<file path="config.mk">
export PLATFORM = sky130hd
export DESIGN_NAME = bulls_cows_game_ctrl
export DESIGN_NICKNAME = d
export VERILOG_FILES = /design/src/rtl/bulls_cows_pkg.sv /design/src/rtl/bulls_cows_scorer.sv /design/src/rtl/bulls_cows_game_ctrl.sv
export SDC_FILE = /design/constraint.sdc
export NUM_CORES = 1
export LEC_CHECK = 0
export CAP_MARGIN = 20
export CORE_MARGIN = 5
export CORE_UTILIZATION = 40
export DETAILED_ROUTE_END_ITERATION = 10
export PLACE_DENSITY = 0.65
export SETUP_SLACK_MARGIN = 0.3
export SLEW_MARGIN = 20
export SYNTH_ARGS = -nofsm -noshare
export SYNTH_HDL_FRONTEND = slang
export SYNTH_SLANG_ARGS = --single-unit
</file>
<file path="constraint.sdc">
create_clock -name clock -period 8.2 [get_ports clock]
set_clock_uncertainty 0.05 [all_clocks]
set_input_delay 0.82 -clock clock [delete_from_list [all_inputs] [get_ports clock]]
set_output_delay 0.82 -clock clock [all_outputs]
set_load 0.03 [all_outputs]
</file>
<file path="src/rtl/bulls_cows_pkg.sv">
// Shared types for the Bulls & Cows board: game-state encoding (also used by the
// display driver), the four-digit BCD code type and the entry-validity rule.
package bulls_cows_pkg;

  localparam int DIGITS = 4;

  // Index 3 is the leftmost digit (switches[15:12]).
  typedef logic [DIGITS-1:0][3:0] code_t;

  typedef enum logic [2:0] {
    J1_SETUP = 3'b000,
    J2_SETUP = 3'b001,
    J1_GUESS = 3'b010,
    J2_GUESS = 3'b011,
    END_GAME = 3'b111
  } game_state_t;

  // A code is usable only if every digit is decimal and no digit repeats.
  function automatic logic is_valid_code(input code_t code);
    logic ok;
    ok = 1'b1;
    for (int i = 0; i < DIGITS; i++) begin
      if (code[i] > 4'd9) ok = 1'b0;
      for (int j = i + 1; j < DIGITS; j++) begin
        if (code[i] == code[j]) ok = 1'b0;
      end
    end
    return ok;
  endfunction

endpackage

</file>
<file path="src/rtl/bulls_cows_scorer.sv">
// Combinational scorer: bulls are digits in the right place, cows are digits
// present in the secret at a different place.
module bulls_cows_scorer
  import bulls_cows_pkg::*;
(
  input  code_t      secret,
  input  code_t      guess,
  output logic [2:0] bulls,
  output logic [2:0] cows
);

  logic hit;

  // NOTE: every variable written here gets a value before any branch reads it;
  // a path that leaves one unassigned would infer a latch.
  always_comb begin
    bulls = 3'd0;
    cows  = 3'd0;
    hit   = 1'b0;
    for (int i = 0; i < DIGITS; i++) begin
      hit = 1'b0;
      for (int j = 0; j < DIGITS; j++) begin
        if (j != i && guess[i] == secret[j]) hit = 1'b1;
      end
      if (guess[i] == secret[i]) bulls = bulls + 3'd1;
      if (hit)                   cows  = cows + 3'd1;
    end
  end

endmodule

</file>
<file path="src/rtl/bulls_cows_game_ctrl.sv">
// Two-player Bulls & Cows sequencer: takes secrets and guesses on confirm,
// shows each score for a fixed hold time, then passes the turn or ends the round.
module bulls_cows_game_ctrl
  import bulls_cows_pkg::*;
#(
  parameter int RESULT_HOLD_CYCLES = 100_000_000,
  parameter int POINTS_MAX         = 255
) (
  input  logic        clock,
  input  logic        reset,
  input  logic        confirm,
  input  logic [15:0] switches,
  output logic [2:0]  game_state,
  output logic        guess_confirmed,
  output logic [2:0]  bull_count,
  output logic [2:0]  cow_count,
  output logic [7:0]  J1_points,
  output logic [7:0]  J2_points,
  output logic        input_error
);

  localparam int          HOLD_W    = $clog2(RESULT_HOLD_CYCLES);
  localparam logic [HOLD_W-1:0] HOLD_LOAD = HOLD_W'(RESULT_HOLD_CYCLES - 1);
  localparam logic [7:0]  PTS_MAX   = 8'(POINTS_MAX);

  game_state_t       state_q, state_d;
  code_t             secret1_q, secret1_d;
  code_t             secret2_q, secret2_d;
  logic [2:0]        bull_q, bull_d;
  logic [2:0]        cow_q, cow_d;
  logic              shown_q, shown_d;
  logic [HOLD_W-1:0] hold_q, hold_d;
  logic [7:0]        j1_q, j1_d;
  logic [7:0]        j2_q, j2_d;
  logic              err_q, err_d;

  code_t      entry;
  code_t      target;
  logic       entry_ok;
  logic [2:0] score_bulls;
  logic [2:0] score_cows;

  assign entry    = code_t'(switches);
  assign entry_ok = is_valid_code(entry);
  // J1 attacks J2's secret and vice versa.
  assign target   = (state_q == J1_GUESS) ? secret2_q : secret1_q;

  bulls_cows_scorer u_scorer (
    .secret (target),
    .guess  (entry),
    .bulls  (score_bulls),
    .cows   (score_cows)
  );

  always_comb begin
    state_d   = state_q;
    secret1_d = secret1_q;
    secret2_d = secret2_q;
    bull_d    = bull_q;
    cow_d     = cow_q;
    shown_d   = shown_q;
    hold_d    = hold_q;
    j1_d      = j1_q;
    j2_d      = j2_q;
    err_d     = 1'b0;

    if (shown_q) begin
      // The turn outcome is applied only once the result has been displayed.
      if (hold_q == '0) begin
        shown_d = 1'b0;
        if (bull_q == 3'd4) begin
          state_d = END_GAME;
          if (state_q == J1_GUESS) j1_d = (j1_q == PTS_MAX) ? j1_q : j1_q + 8'd1;
          else                     j2_d = (j2_q == PTS_MAX) ? j2_q : j2_q + 8'd1;
        end else begin
          state_d = (state_q == J1_GUESS) ? J2_GUESS : J1_GUESS;
        end
      end else begin
        hold_d = hold_q - 1'b1;
      end
    end else if (confirm) begin
      if (state_q == END_GAME) begin
        state_d   = J1_SETUP;
        secret1_d = '0;
        secret2_d = '0;
        bull_d    = 3'd0;
        cow_d     = 3'd0;
      end else if (!entry_ok) begin
        err_d = 1'b1;
      end else begin
        case (state_q)
          J1_SETUP: begin
            secret1_d = entry;
            state_d   = J2_SETUP;
          end
          J2_SETUP: begin
            secret2_d = entry;
            state_d   = J1_GUESS;
          end
          J1_GUESS, J2_GUESS: begin
            bull_d  = score_bulls;
            cow_d   = score_cows;
            shown_d = 1'b1;
            hold_d  = HOLD_LOAD;
          end
          default: state_d = J1_SETUP;
        endcase
      end
    end
  end

  // NOTE: state updates use non-blocking assignments so every flop samples the
  // values from before the edge, independent of statement order.
  always_ff @(posedge clock or posedge reset) begin
    if (reset) begin
      state_q   <= J1_SETUP;
      secret1_q <= '0;
      secret2_q <= '0;
      bull_q    <= 3'd0;
      cow_q     <= 3'd0;
      shown_q   <= 1'b0;
      hold_q    <= '0;
      j1_q      <= 8'd0;
      j2_q      <= 8'd0;
      err_q     <= 1'b0;
    end else begin
      state_q   <= state_d;
      secret1_q <= secret1_d;
      secret2_q <= secret2_d;
      bull_q    <= bull_d;
      cow_q     <= cow_d;
      shown_q   <= shown_d;
      hold_q    <= hold_d;
      j1_q      <= j1_d;
      j2_q      <= j2_d;
      err_q     <= err_d;
    end
  end

  assign game_state      = state_q;
  assign guess_confirmed = shown_q;
  assign bull_count      = bull_q;
  assign cow_count       = cow_q;
  assign J1_points       = j1_q;
  assign J2_points       = j2_q;
  assign input_error     = err_q;

endmodule

</file>
==> reports/metrics.csv <==
stage;metric;value;unit
synthesis;YS warnings;0;
route;Starting DRT DRC Count;344;
finish;layout cells sized above 1;11.7;%
timing;pins over their slew limit;0;
critical_path;Critical Path RT;8370;ps
finish;Final Core Density;46.9;%
pwr;register share of total power;46.2;%
place;Post-DP Area;6170;µm²
timing;upper clock frequency limit;0.246;GHz
route;mean number of vias per cell;5.52;
cts;post_cts resized;0;
finish;synth-to-layout area growth;15.1;%
route;met3 WL;678;µm
critical_path;CP Capture Type;register;
die;Row Count;43;
synthesis;Syn Inst Count;572;
pwr;Pint;702;µW
timing;Fin. Hold Viols;0;
die;die area;16600;µm²
pwr;Max IR drop VDD;80.7;µV
cts;# clock sinks;86;
synthesis;flops & latches, synth;86;
place;RePlAce Congestion;0.890;
synthesis;Cell variety after synth;55;
synthesis;Synth Flop Type;dfrtp_1;
die;Die Ht;129;µm
global_route;largest net degree at the start of global routing;87;
cts;clk slew on worst S/H paths;60;ps
pwr;sw power;218;µW
synthesis;Net Count, Synth;600;
synthesis;synth top area cells;dfrtp_1 (38%), xnor2_1 (13%), mux2_2 (6.2%), xor2_1 (5.6%), mux2i_1 (3.4%);
synthesis;Async SR Flop Fraction;100;%
synthesis;leading area contributor after synthesis;dfrtp_1;
critical_path;Critical Path Source Type;register;
global_route;vias in the first global route;4286;
cts;Setup Fix Bufs, Post-CTS;0;
cts;CTS tree;done;
die;Initial Util;40.7;%
pwr;Leak;2.62;nW
cts;TritonCTS Buffers;9;
finish;# diodes;0;
critical_path;WP data arrival;4230;ps
cts;Post-CTS Hold Fix Bufs;0;
synthesis;Yosys top cell area share;38.2;%
die;num ports;46;
timing;worst-margin pin slew;909;ps
pwr;power share of the clock group;45.4;%
timing;Slew HR;39.4;%
route;met2 wire len;5.92;mm
timing;setup TNS;0;ps
timing;Tmin final;4060;ps
global_route;initial antenna violation count;0;
pwr;power density cells;142;nW/µm²
route;Max Used Layer;met4;
finish;final net count;619;
route;detailed-route via count;4286;
pwr;Switching Fraction;23.7;%
global_route;Global Route Usage Sum;16.7;%
synthesis;Post-Syn Area;5630;µm²
timing;Period Utilization, post-route;49.5;%
global_route;global route total overflow;0;
synthesis;sequential share of the synthesized area;38.2;%
run_status;status;finished, final reports clean;
finish;fin cells;776;
synthesis;Mean Syn Cell Area;9.85;µm²
cts;Max H-tree Level;3;
finish;design area;6480;µm²
global_route;first-pass GRT wire length;22.3;mm
route;WL met1;6.37;mm
pwr;combinational share of power;8.5;%
synthesis;count leader, synth;dfrtp_1;
route;# DRC;0;
route;DR WL/cell;17.0;µm
timing;RSZ-0062 raised after global routing;no;
critical_path;Max Fanout on Critical Path;17;
critical_path;critical path type;register to register;
synthesis;EDFF count, synth;0;
place;dpl cells;760;
route;total iterations of the first detailed-routing run;6;
worst_hold_path;Hold/Removal Path Class;register to register;
die;core area;13800;µm²
place;HPWL Detailed;9.31;mm
place;I/O Buffers;45;
route;DRT Wirelength;13.2;mm
synthesis;top post-synthesis cells by count;dfrtp_1 (86), xnor2_1 (81), xor2_1 (36);
pwr;final total power;919;µW
timing;Final Setup Violations;0;
cts;Root Driver;clkbuf_16;
cts;clk buf depth;2;
die;Die W;129;µm
cts;Skew-Pair Late Insertion Delay;340;ps
route;antenna-violating nets left;0;
run;Max Cap Viol;0;
[layout make-up]
type / count / area (µm²)
Tap cell: 180 / 225
Clock inverter: 6 / 67.6
Sequential cell: 86 / 2150
Timing Repair Buffer: 50 / 492
Fill cell: 1268 / 7340
Multi-Input combinational cell: 420 / 3220
Inverter: 24 / 91.3
Clock buffer: 10 / 239
[layout by cell type (no fill, tap or decap), types with 4 or more instances in the layout]
cell,n
a2111oi_0,8
a211oi_1,6
a21oi_1,10
a31oi_1,5
and2_1,26
and3_1,9
buf_4,4
clkbuf_16,9
clkdlybuf4s50_1,45
dfrtp_1,86
ha_1,9
inv_1,23
mux2_2,31
mux2i_1,19
nand2_1,30
nand2b_1,6
nand3_1,5
nand4_1,12
nor2_1,17
nor2b_1,9
nor3_1,6
nor4_1,19
o21ai_0,14
o2bb2ai_1,6
or3_1,5
or4_1,9
xnor2_1,81
xor2_1,36
[sequential cells by signal (all words and copies together) (netlist names)]
name             flops
J1_points            8
J2_points            8
bull_count           3
cow_count            3
game_state           3
guess_confirmed      1
hold_q              27
input_error          1
secret1_q           16
secret2_q           16
[power groups by stage]
stage	Sequential, mW	Combinational (mW)	Clock [mW]
floorplan	0.432	0.0559	0
global placement	0.432	0.0760	0
detailed placement	0.432	0.0775	0
CTS	0.424	0.0780	0.430
global route	0.424	0.0870	0.443
finish	0.424	0.0779	0.417
[path summary, 6_finish.rpt]
check                              start  slack [ps]  depth (start not counted)            end
setup reg to reg           game_state[1]        4140                         14   cow_count[2]
hold / removal              cow_count[2]         450                          1   cow_count[2]
hold reg to reg             cow_count[2]         450                          1   cow_count[2]
max in group asynchronous          reset        6590                          3  secret1_q[15]
min in group asynchronous          reset         970                          3   J2_points[1]
setup / recovery           game_state[1]        4140                         14   cow_count[2]
[critical path, cell delays in order (launching register included)]
cell,delay [ps]
dfrtp_1,540
or3b_1,770
mux2i_1,740
xnor2_1,190
nor4_1,70
or3_1,390
inv_1,80
ha_1,230
inv_1,70
and4_1,180
nor2_1,60
ha_1,190
o31ai_1,80
xor2_1,180
o2bb2ai_1,80
[per-stage QoR]
step                worst slack (ps)  hold slack, ps
floorplan                       4680             430
global placement                3980             423
detailed placement              3890             430
CTS                             4130             450
global route                    3800             469
finish                          4140             448
[routing by layer]
metal	vias to the layer above	global-route usage (%)
li1	2041	-
met1	2117	23.7
met2	108	24.9
met3	20	3.49
met4	0	6.42
met5	-	0
[cells by family after synthesis]
family / share of synthesized area, %
DFF: 38.2
and+or+nand+nor: 17.5
buffers and inverters: 4.89
xor gates and xnor gates: 18.2
adders and majority gates: 2.00
muxes: 9.57
AOI/OAI and AO/OA: 9.68
Power figures use the tool's default switching activity.
==> patch 1, RTL diff (same settings) <==
Set the parameter `RESULT_HOLD_CYCLES` to 25_000_000 (it was 100_000_000).
--- a/src/rtl/bulls_cows_game_ctrl.sv
+++ b/src/rtl/bulls_cows_game_ctrl.sv
@@ -3,7 +3,7 @@
 module bulls_cows_game_ctrl
   import bulls_cows_pkg::*;
 #(
-  parameter int RESULT_HOLD_CYCLES = 100_000_000,
+  parameter int RESULT_HOLD_CYCLES = 25_000_000,
   parameter int POINTS_MAX         = 255
 ) (
   input  logic        clock,
Behaviour: no difference found for any inputs over 4 cycles, from zero or initial values and one cycle with reset high; that may be too few to reach the edited logic, so the function may still have changed.
==> patch 1 against the original RTL <==
  * Final area fell by 2.0%
  * Sequential power fell by 2%
  * Wire length rose by 2.9%
  * Final cell count fell by 3.1%
  * Clock power rose by 7.2%
  * Core utilization rose by 0.89 points
  * Sequential cell count fell by 2
  * Via count fell by 1.2%
  * Setup slack got worse by 0.53 ns
  * Total power rose by 2.7%
  * Synthesized area fell by 3.6%
  * Highest routed layer unchanged
==> patch 1: results (changes against the original RTL) <==
----------------------------------------------------
[Outcome]
  Outcome ... completed

[Timing]
  Max Clock Freq ... 0.218 GHz (-12%)
  Hold Worst Slack ... 0.417 ns (-0.0311 ns)
  Transition time at the pin with the least slew margin ... 0.964 ns (+0.0554 ns)

[Finish]
  Layout fillers ... 1218 (-3.9%)
  Number of logic inverters in the finished layout ... 18 (-25%)
  Buffer count excluding the clock tree in the final layout ... 49 (-2.0%)
  Layout cell share with drive strength beyond 1 ... 12.3% (+0.58 points)
  Area occupied by multi-input gates ... 3150 um2 (-2.0%)
  Net count, final ... 599 (-3.2%)
  Largest registers in the final layout ... hold_q x25, secret1_q x16, secret2_q x16
  Final-layout clock-cell area share ... 5.12% (+0.39 points)

[Setup path]
  Highest fanout seen on the critical path ... 18 (+1)
  Worst Reg2Reg Path Length in Cells ... 12 (-2)
  Minimum setup slack among reg-to-reg paths ... 3.61 ns (-0.53 ns)
  Arrival time of data at the critical path endpoint ... 4.77 ns (+0.54 ns)
  Cell with the biggest individual delay on the critical path ... sky130_fd_sc_hd__or3b_2

[Detailed routing]
  Post-Route M1 WL ... 6450 um (+1.2%)
  Average wire length per cell after detail routing ... 18.1 um (+6.2%)
  Initial DRC count ... 373 (+8.4%)
  DR vias ... 4234 (-1.2%)

[GRT]
  Vias in the first global route ... 4343 (+1.3%)
  Global-route wire length before repair ... 22600 um (+1.1%)
  Pin count of the biggest net entering global routing ... 85 (-2.3%)
  Global-route usage over all layers ... 17.4% (+0.73 points)
  Met2 routing resource usage after global routing ... 26.6% (+1.7 points)
  GR Util met1 ... 24.4% (+0.67 points)

[Place]
  Total placed instance area ... 6020 um2 (-2.4%)
  Worst setup timing slack at the placement stage ... 3.67 ns (-0.222 ns)

[Power]
  Lkg Pwr ... 2.58 nW (-1.5%)
  Share of power burned in combinational logic ... 8.7% (+0.2 points)
  Largest voltage drop on the vdd net ... 0.0858 mV (+6.3%)
  Net Sw Power ... 0.220 mW (+1.1%)
  Power consumed by sequential cells ... 0.414 mW (-2%)
  Overall power after layout ... 0.944 mW (+2.7%)

[Yosys]
  Net Count, Synth ... 570 (-5.0%)
  Per-instance average area after synthesis ... 10.0 um2 (+1.8%)
  Post-synthesis cell type count ... 54 (-1.8%)

----------------------------------------------------
==> patch 1: cell count changes after synthesis, moves of 5 or more <==
cell,unedited run,this run
sky130_fd_sc_hd__and2_1,26,18
sky130_fd_sc_hd__nand3_1,5,13
sky130_fd_sc_hd__nor2b_1,9,1
sky130_fd_sc_hd__or3_1,5,12
sky130_fd_sc_hd__and3_1,9,3
sky130_fd_sc_hd__inv_1,24,18
sky130_fd_sc_hd__or4_1,9,3
sky130_fd_sc_hd__a2111oi_0,8,3
sky130_fd_sc_hd__clkbuf_1,28,23
sky130_fd_sc_hd__nand2b_1,6,11
==> patch 1: kinds of logic (layout without fill, tap and decap cells) <==
group | Yosys count | in the layout | synth area share, %
buf+inv | 49 | 83 | 3.45
compound gates | 68 | 68 | 9.90
flops | 84 | 84 | 38.7
simple gates | 166 | 166 | 17.1
xor+xnor | 114 | 114 | 18.4
fa+ha+maj | 9 | 9 | 2.07
mux | 52 | 52 | 10.4
==> patch 2, RTL diff (same flow settings) <==
Without the edit above. Take the reset off `hold_q`, `j1_q` and `j2_q` and load them in a clocked block of their own.
--- a/src/rtl/bulls_cows_game_ctrl.sv
+++ b/src/rtl/bulls_cows_game_ctrl.sv
@@ -119,9 +119,6 @@
       bull_q    <= 3'd0;
       cow_q     <= 3'd0;
       shown_q   <= 1'b0;
-      hold_q    <= '0;
-      j1_q      <= 8'd0;
-      j2_q      <= 8'd0;
       err_q     <= 1'b0;
     end else begin
       state_q   <= state_d;
@@ -130,11 +127,14 @@
       bull_q    <= bull_d;
       cow_q     <= cow_d;
       shown_q   <= shown_d;
-      hold_q    <= hold_d;
-      j1_q      <= j1_d;
-      j2_q      <= j2_d;
       err_q     <= err_d;
     end
+  end
+
+  always_ff @(posedge clock) begin
+    hold_q <= hold_d;
+    j1_q   <= j1_d;
+    j2_q   <= j2_d;
   end
 
   assign game_state      = state_q;
Formal check against the unedited RTL: same outputs for any inputs over 4 cycles, from zero or initial values and one cycle with reset high; that may be too few to reach the edited logic, so the function may still have changed.
==> patch 2 against the original RTL <==
  * Synthesized area increased by 4.1%
  * Wire length grew 3.5%
  * Sequential share of layout area increased by 2.0 points
  * Worst hold slack lost 0.015 ns
  * Sequential cell count did not move
  * Setup slack got worse by 0.22 ns
  * Final area increased by 3.7%
  * Critical path type unchanged
Power is not compared: it rests on default switching activity, and its combinational part moved more than twofold at a synthesized area within 25%.
==> patch 2: results (changes against the original RTL) <==
----------------------------------------------------
[Min path]
  Cell depth of the worst hold path ... 2 (+1)

[GRT]
  Global-route wire length before repair ... 22500 um (+0.59%)
  Vias in the first global route ... 4333 (+1.1%)
  Global-route usage over all layers ... 16.7% (+0.024 points)

[Yosys]
  Mux contribution to synthesized area ... 9.83% (+0.26 points)
  Per-instance average area after synthesis ... 10.2 um2 (+3.4%)
  Post-synthesis cell type count ... 69 (+25%)
  XOR/XNOR Fraction of Synth Area ... 17.0% (-1.2 points)
  Number of flops mapped to enable cells by yosys ... 43 (+43)
  Synth cell count leaders ... 84 x sky130_fd_sc_hd__xnor2_1, 43 x sky130_fd_sc_hd__dfrtp_1, 43 x sky130_fd_sc_hd__edfxtp_1, 42 x sky130_fd_sc_hd__nand2_1, 34 x sky130_fd_sc_hd__mux2_2

[Setup path]
  R2r endpoint ... cow_count[1]$_DFFE_PP0P_
  Minimum setup slack among reg-to-reg paths ... 3.92 ns (-0.22 ns)
  Highest fanout seen on the critical path ... 25 (+8)
  Cell with the biggest individual delay on the critical path ... sky130_fd_sc_hd__or3b_2
  Arrival time of data at the critical path endpoint ... 4.45 ns (+0.22 ns)

[Detailed routing]
  Via/cell ratio ... 5.46 (-1.1%)
  Initial DRC count ... 358 (+4.1%)
  Total iterations of the first detailed-routing run ... 5 (-1)
  Total Routed Length ... 13700 um (+3.5%)

[Place]
  Detail Placement HPWL ... 9820 um (+5.5%)
  Routability cong. ... 0.903 (+1.5%)

[Outcome]
  Outcome ... completed

[Finish]
  Net count, final ... 631 (+1.9%)
  Area occupied by multi-input gates ... 3240 um2 (+0.58%)
  Post-route insts no fill ... 792 (+2.1%)

[Timing]
  Hold Worst Slack ... 0.433 ns (-0.0150 ns)
  Headroom to the max-slew limit ... 38.4% (-1.0 points)

[Power]
  Overall power after layout ... 1.22 mW

----------------------------------------------------
patch 2: tightest hold or removal path: cells and delay by family (launching register included):
family	cells	cell delay (ns)
compound gates	1	0.06
flops	1	0.34
simple gates	1	0.05
patch 2: per-layer routing:
| layer | global-route usage [%] | routed length, um | vias to the layer above |
|---|---|---|---|
| met2 | 27.3 | 6550 | 117 |
| li1 | - | - | 2109 |
| met1 | 21.8 | 6200 | 2083 |
| met3 | 3.77 | 667 | 19 |
| met4 | 5.69 | 240 | 0 |
| met5 | 0 | 0 | - |
patch 2: layout make-up:
class                           instances  share of cell area, %
Clock buffer                            9                   3.35
Clock inverter                          7                   1.06
Inverter                               26                   1.45
Multi-Input combinational cell        429                   48.1
Sequential cell                        86                   35.2
Tap cell                              184                   3.42
Timing Repair Buffer                   51                   7.37
patch 2: per-stage QoR:
stage               worst slack (ns)  cell area [um2]
CTS                             3.72             6720
finish                          3.92             6720
floorplan                       4.16             5870
global route                    3.65             6720
global placement                3.88             6420
detailed placement              3.74             6430
